<file path="src/rtl/serial_tx_pkg.sv">
// ============================================================================
// serial_tx_pkg : shared types and constants for the serial transmitter
// Rev 1.0 - initial release
// ============================================================================
`default_nettype none

package serial_tx_pkg;

  localparam int C_DEFAULT_W = 8;

  typedef enum logic [1:0] {
    IDLE  = 2'd0,
    SHIFT = 2'd1,
    PAR   = 2'd2
  } state_e;

endpackage

`default_nettype wire

</file>
<file path="src/rtl/tx_shift_reg.sv">
// ============================================================================
// tx_shift_reg : parallel-load left shift register, zero fill, clr > ld > shl
// Rev 1.0 - initial release
// ============================================================================
`default_nettype none

module tx_shift_reg
  import serial_tx_pkg::*;
#(
  parameter int W = C_DEFAULT_W
) (
  input  logic         clk,
  input  logic         clr_i,
  input  logic         ld_i,
  input  logic         shl_i,
  input  logic [W-1:0] d_i,
  output logic         msb_o
);

  logic [W-1:0] sh_q;

  always_ff @(posedge clk) begin
    if (clr_i) begin
      sh_q <= '0;
    end else if (ld_i) begin
      sh_q <= d_i;
    end else if (shl_i) begin
      sh_q <= {sh_q[W-2:0], 1'b0};
    end
  end

  assign msb_o = sh_q[W-1];

endmodule

`default_nettype wire

</file>
<file path="src/rtl/serial_tx_ctrl.sv">
// ============================================================================
// serial_tx_ctrl : MSB-first parallel-to-serial frame transmitter with abort.
// Optional trailing even-parity bit enabled by macro SERIAL_TX_PARITY_EN.
// Rev 1.0 - initial release
// ============================================================================
`default_nettype none

module serial_tx_ctrl
  import serial_tx_pkg::*;
#(
  parameter int W = C_DEFAULT_W
) (
  input  logic         clk,
  input  logic         rst,
  input  logic [W-1:0] d,
  input  logic         d_valid,
  output logic         d_ready,
  input  logic         abort,
  output logic         sout,
  output logic         sout_valid,
  output logic         busy,
  output logic         done
);

  localparam int CW = $clog2(W + 1);

  state_e        state_q;
  logic [CW-1:0] cnt_q;
  logic          done_q;
  logic          sh_msb;
  logic          accept;
  logic          kill;
  logic          last_bit;
`ifdef SERIAL_TX_PARITY_EN
  logic          parity_q;
`endif

  assign d_ready  = (state_q == IDLE) && !abort;
  assign accept   = d_valid && d_ready;
  assign kill     = abort && (state_q != IDLE);
  assign last_bit = (state_q == SHIFT) && (cnt_q == CW'(W - 1));

  tx_shift_reg #(
    .W (W)
  ) u_shreg (
    .clk   (clk),
    .clr_i (rst || kill),
    .ld_i  (accept),
    .shl_i (state_q == SHIFT),
    .d_i   (d),
    .msb_o (sh_msb)
  );

  always_ff @(posedge clk) begin
    if (rst) begin
      state_q  <= IDLE;
      cnt_q    <= '0;
      done_q   <= 1'b0;
`ifdef SERIAL_TX_PARITY_EN
      parity_q <= 1'b0;
`endif
    end else begin
      done_q <= 1'b0;
      case (state_q)
        IDLE: begin
          if (accept) begin
            state_q  <= SHIFT;
            cnt_q    <= '0;
`ifdef SERIAL_TX_PARITY_EN
            parity_q <= ^d;
`endif
          end
        end
        SHIFT: begin
          if (abort) begin
            state_q <= IDLE;
          end else begin
            cnt_q <= cnt_q + CW'(1);
            if (last_bit) begin
`ifdef SERIAL_TX_PARITY_EN
              state_q <= PAR;
`else
              state_q <= IDLE;
              done_q  <= 1'b1;
`endif
            end
          end
        end
`ifdef SERIAL_TX_PARITY_EN
        PAR: begin
          state_q <= IDLE;
          done_q  <= !abort;
        end
`endif
        default: state_q <= IDLE;
      endcase
    end
  end

  // Serial outputs are pure decodes of registered state, so they never glitch on inputs.
  always_comb begin
    sout       = 1'b0;
    sout_valid = 1'b0;
    case (state_q)
      SHIFT: begin
        sout       = sh_msb;
        sout_valid = 1'b1;
      end
`ifdef SERIAL_TX_PARITY_EN
      PAR: begin
        sout       = parity_q;
        sout_valid = 1'b1;
      end
`endif
      default: ;
    endcase
  end

  assign busy = (state_q != IDLE);
  assign done = done_q;

endmodule

`default_nettype wire

</file>
<file path="config.mk">
export PLATFORM = sky130hd
export DESIGN_NAME = serial_tx_ctrl
export DESIGN_NICKNAME = d
export VERILOG_FILES = /design/src/rtl/serial_tx_pkg.sv /design/src/rtl/tx_shift_reg.sv /design/src/rtl/serial_tx_ctrl.sv
export SDC_FILE = /design/constraint.sdc
export NUM_CORES = 1
export LEC_CHECK = 0
export CAP_MARGIN = 10
export CORE_MARGIN = 2
export CORE_UTILIZATION = 44
export CTS_BUF_LIST = sky130_fd_sc_hd__clkbuf_8
export DETAILED_ROUTE_END_ITERATION = 12
export GPL_ROUTABILITY_DRIVEN = 0
export PLACE_DENSITY = 0.83
export SLEW_MARGIN = 20
export SYNTH_ARGS = -nofsm -noshare
export SYNTH_HDL_FRONTEND = slang
export SYNTH_HIERARCHICAL = 1
export SYNTH_SLANG_ARGS = --single-unit
</file>
<file path="constraint.sdc">
create_clock -name clk -period 1.2 [get_ports clk]
set_input_delay 0.12 -clock clk [delete_from_list [all_inputs] [get_ports clk]]
set_output_delay 0.12 -clock clk [all_outputs]
set_load 0.01 [all_outputs]
</file>
After elaboration in Yosys (flattened, before gate mapping). Cells that the tools add are included.

Add/sub/neg operators: 1. Equality and inequality tests: 5. Muxes and demuxes: 12. Bitwise gates (word level): 1. Reduce and logical (&&, ||, !) cells: 13.

Operator list (count): 8-bit two-way mux (2); 4-bit two-way mux (2); 4-bit one-hot mux with 2 select lines (1); 2-bit two-way mux (3); 2-bit nonzero test (3); 4-bit by 1-bit adder with 4-bit output (second input constant) (1); 4-bit by 3-bit equality test with 1-bit output (second input constant) (1); 1-bit logical AND (4); 2-bit != test (second input constant) (2); 2-bit one-hot mux with 2 select lines (1); 1-bit two-way mux (3); 3-bit != test (second input constant) (1); 3-bit AND reduction (1); 3-bit OR reduction (1); 2-bit by 1-bit equality test with 1-bit output (second input constant) (1); 2-bit logical NOT (1); 2-bit AND reduction (1); 1-bit logical NOT (1); 1-bit logical OR (1); 1-bit inverter (1).

Register bits: 15. Input bits: 12.

Depth between registers and ports, before layout.
Depth after elaboration: 5. Gate-level depth with buffers: 5.

By module. Netlist, hierarchy kept.

Modules (own cells, without submodules): tx_shift_reg (instances 1, cells an instance 35, area an instance 369.1 um2); serial_tx_ctrl (instances 1, cells an instance 35, area an instance 307.8 um2).

Worst setup path before layout. OpenSTA, ideal clock, no wires.

Path type: reg2reg. From: reg state_q[0]. To: reg u_shreg.sh_q[0]. Setup time: 0.070 ns. Arrival: 1.364 ns. Data required time: 1.130 ns. Path slack: -0.234 ns. Cell stages (with the launch flop): 6. Clock period less this slack: 1.434 ns. Cell sequence: dfxtp_1 -> buf_6 -> nor2_1 -> and2_1 -> or3b_1 -> a21oi_1.

Cells in the longest elaborated chain, start to end: 4. Elaborated cells on any way between the ends: 9. Those cells by class: eq/ne (1); mux (1); reduce/logical (7).

Ends and longest elaborated chain: start: declaration (line serial_tx_ctrl.sv:27) `state_e state_q;`; start signal: assignment (line serial_tx_ctrl.sv:56) `state_q <= IDLE;`; start signal: assignment (line serial_tx_ctrl.sv:67) `state_q <= SHIFT;`; start signal: assignment (line serial_tx_ctrl.sv:76) `state_q <= IDLE;`; 2-bit logical NOT (*) (line serial_tx_ctrl.sv:38) `assign d_ready = (state_q == IDLE) && !abort;`; 1-bit logical AND (*) (line serial_tx_ctrl.sv:38); via d_ready (line serial_tx_ctrl.sv:17) `output logic d_ready,`; 1-bit logical AND (*) (line serial_tx_ctrl.sv:39) `assign accept = d_valid && d_ready;`; via accept (line serial_tx_ctrl.sv:31) `logic accept;`; 8-bit two-way mux / 2-bit nonzero test (equally long branches); end signal: assignment (line tx_shift_reg.sv:26) `sh_q <= d_i;`; end signal: assignment (line tx_shift_reg.sv:28) `sh_q <= {sh_q[W-2:0], 1'b0};`; end: declaration (line tx_shift_reg.sv:20) `logic [W-1:0] sh_q;`.

Mark *: on every way through the listed nets, which the timed path passes. The rest lies on a longest branch. A chain may end at the register's enable or synchronous reset.

Worst setup path after layout.
From: reg state_q[0]. To: reg u_shreg.sh_q[0].

Cells in the longest elaborated chain, start to end: 4. Elaborated cells on any way between the ends: 9. Those cells by class: eq/ne (1); mux (1); reduce/logical (7).

Ends and longest elaborated chain (line): 2-bit logical NOT (serial_tx_ctrl.sv:38); 1-bit logical AND (serial_tx_ctrl.sv:38); 1-bit logical AND (serial_tx_ctrl.sv:39); 8-bit two-way mux / 2-bit nonzero test (equally long branches).

Parallel ways exist; a longest one is shown, timed or not.

==> reports/metrics.cfg <==
[power_and_ir_drop]
ir_worst_vdd_mv=0.700
power.leakage_nw=0.391
finalPower_mw=1.06
power.density_nw_per_um2=1100

[clock_tree]
worstSkewPairLatency_ns=0.25
cts_sinks=14
tritoncts=done
numCtsBuffers=3
clk_pin_slew_worst_paths_ns=0.06
htreeDepth=1
cts_hold_buf=0
cts_root_buf=clkbuf_8
cts_buffer_depth=2

[floorplanning]
start_util_pct=46.0
die_area_um2=1870
core_area_um2=1470
die_w_um=43.2
die_h_um=43.2
rows=14
io_pins=17

[route]
drc=0
vias=603
avgViaCountPerCell=5.48
dr.pass1.iters=4
drt_iter0_drc=11
drt-wirelength-per-cell_um=12.6
routed_wl_mm=1.39
ant_nets=0

[sta]
worst_slew_margin_rel_pct=82.9
fin_setup_tns_ns=0
rsz0062_at_grt=yes
timing.final.ws_setup_ns=0.00828
hold_violations=0
period_share_pct=99.3
setup_violations=0
tightest_slew_ns=0.257
fmax_ghz=0.839
slew_viol_final=0
final.min_clock_period_ns=1.19
skew_ns=0.00648

[synthesis]
synth.mux.area_fraction_pct=10.4
synthSimpleGateAreaFrac_pct=22.6
ys.flop_type=dfxtp_1
ys_seq_area_share_pct=41.4
synth-seq-cells=14
synth_area_per_cell_um2=9.67
syn_inst=70
synth_edf_count=0
synthAdderAreaFrac_pct=1.85
ys_types=24
synth_xor_area_share_pct=0
synth_compound_area_share_pct=16.8
yosys_warnings=6
synth_nets=83
async_flop_share_pct=0
synth_top_family_by_area=simple AND/OR/NAND/NOR gates
netlist_area_um2=677

[place]
place.port_buffers=16
place_ws_ns=-0.254
dp_hpwl_mm=1.01
dpl_cell_area_um2=868

[finish]
nets=108
diodes=0
syn_to_final_growth_pct=42.1
layout-drive-gt1-share_pct=23.4
final_cell_area_um2=962
final_util_pct=65.4

[critical_path]
reg2reg_from=state_q[0]$_SDFFE_PP0P_
reg2reg_depth=4
ff2ff_setup_slack_ns=0.008
r2r_end=u_shreg/sh_q[0]$_SDFFE_PP0P_
crit_fanout=8
required_ns=1.38
worstSetupPathType=register to register
crit_path_frequent_cell=buf_6
slowest_stage=dfxtp_4
endpoint_kind=register
cpPeakStageDelay_ns=0.37
crit_path_start_kind=register
cp_cell_sequence=buf_6 > buf_6 > or3b_4 > a21oi_2
crit_arrival_ns=1.37

[min_path]
min_to=u_shreg/sh_q[0]$_SDFFE_PP0P_
hp-class=input port to register
hold_depth=3
min_from=d[0]

[global_route]
track_usage_pct=17.2
grt_overflow_total=0
antenna_found_initial=0
grt_pass1_vias=567
grt_max_degree=11
grt_pass1_wl_mm=2.37

[run_status]
outcome=finished, final reports clean

[run]
cap_violations=0

-- placed cells by master (no fill, tap or decap), drive strengths merged, types with 2 or more instances in the layout --
master / netlist / layout
clkdlybuf4s50: 0 / 10
dlygate4sd2: 0 / 5
nor3b: 2 / 2
buf: 3 / 8
a211oi: 8 / 8
nand3: 2 / 2
mux2i: 7 / 7
clkbuf: 0 / 3
nor2b: 8 / 8
a21oi: 3 / 3
nor2: 4 / 4
and2: 2 / 2
inv: 2 / 3
dfxtp: 14 / 14
nand2: 4 / 4
-- cell usage after synthesis (all sizes together) (2+ instances only) --
master,instances,area (µm²)
nor3b,2,15.0
inv,2,7.51
a21oi,3,15.0
and2,2,12.5
a211oi,8,60.1
mux2i,7,70.1
nor2,4,15.0
nor2b,8,50.1
dfxtp,14,280
nand3,2,10.0
nand2,4,15.0
buf,3,30.0
-- routing by layer --
layer / part of all wire (%) / up-vias / wire, µm / GRT usage [%]
met5: 0 / - / 0 / 0
met4: 2.7 / 0 / 38 / 9.09
met3: 4.0 / 5 / 56 / 3.83
met2: 47 / 16 / 658 / 28.1
met1: 46 / 285 / 635 / 20.9
li1: - / 297 / - / -
-- power by group --
group          switching, mW  internal (mW)
clock                  0.173          0.227
sequential            0.0136          0.486
combinational         0.0657         0.0953
-- per-stage QoR --
step / instances / hold slack, ns
after detailed placement: 103 / 0.489
final: 110 / 0.447
after floorplan: 70 / 0.183
after global routing: 110 / 0.465
after CTS: 108 / 0.450
after global placement: 103 / 0.483
-- how the worst max path moves through the flow --
stage                                         to  slack, ns                     from  depth (start not counted)
global route        u_shreg/sh_q[0]$_SDFFE_PP0P_      -0.04  state_q[0]$_SDFFE_PP0P_                          4
floorplan           u_shreg/sh_q[0]$_SDFFE_PP0P_      0.002  state_q[0]$_SDFFE_PP0P_                          5
finish              u_shreg/sh_q[0]$_SDFFE_PP0P_      0.008  state_q[0]$_SDFFE_PP0P_                          4
CTS                 u_shreg/sh_q[0]$_SDFFE_PP0P_      -0.05  state_q[0]$_SDFFE_PP0P_                          4
global placement    u_shreg/sh_q[0]$_SDFFE_PP0P_      -0.19                    abort                          5
detailed placement  u_shreg/sh_q[0]$_SDFFE_PP0P_      -0.25                    abort                          5
-- layout make-up --
type                            instances  area (µm²)
Sequential cell                        14         284
Inverter                                2        7.51
Fill cell                             132         509
Timing Repair Buffer                   24         224
Multi-Input combinational cell         50         382
Clock inverter                          1        3.75
Tap cell                               16        20.0
Clock buffer                            3        41.3
-- cells by family (layout without fill, tap and decap cells) --
logic type	count (synthesis)	count (layout)
and+or+nand+nor	26	26
AOI/OAI and AO/OA	16	16
DFF	14	14
muxes	7	7
buffers and inverters	6	30
adders and majority gates	1	1
-- worst max-delay path: cells and delay by family, from the launching register on --
kind / cells / cell delay (ns)
AO/OA/AOI/OAI: 1 / 0.14
buffers and inverters: 2 / 0.24
flip-flops: 1 / 0.37
AND/OR/NAND/NOR: 1 / 0.37
-- flip-flops by register name, indices dropped and copies added, names as in the netlist --
signal,cells
cnt_q,4
done,1
state_q,1
u_shreg/sh_q,8
-- timing repair --
action,in CTS,in global routing
endpoints found under the setup margin,4,13
pin swaps,0,3
setup buffers,1,2
gates cloned,0,0
resized for setup,5,9
Note: power is estimated with default switching activity, not from simulation.
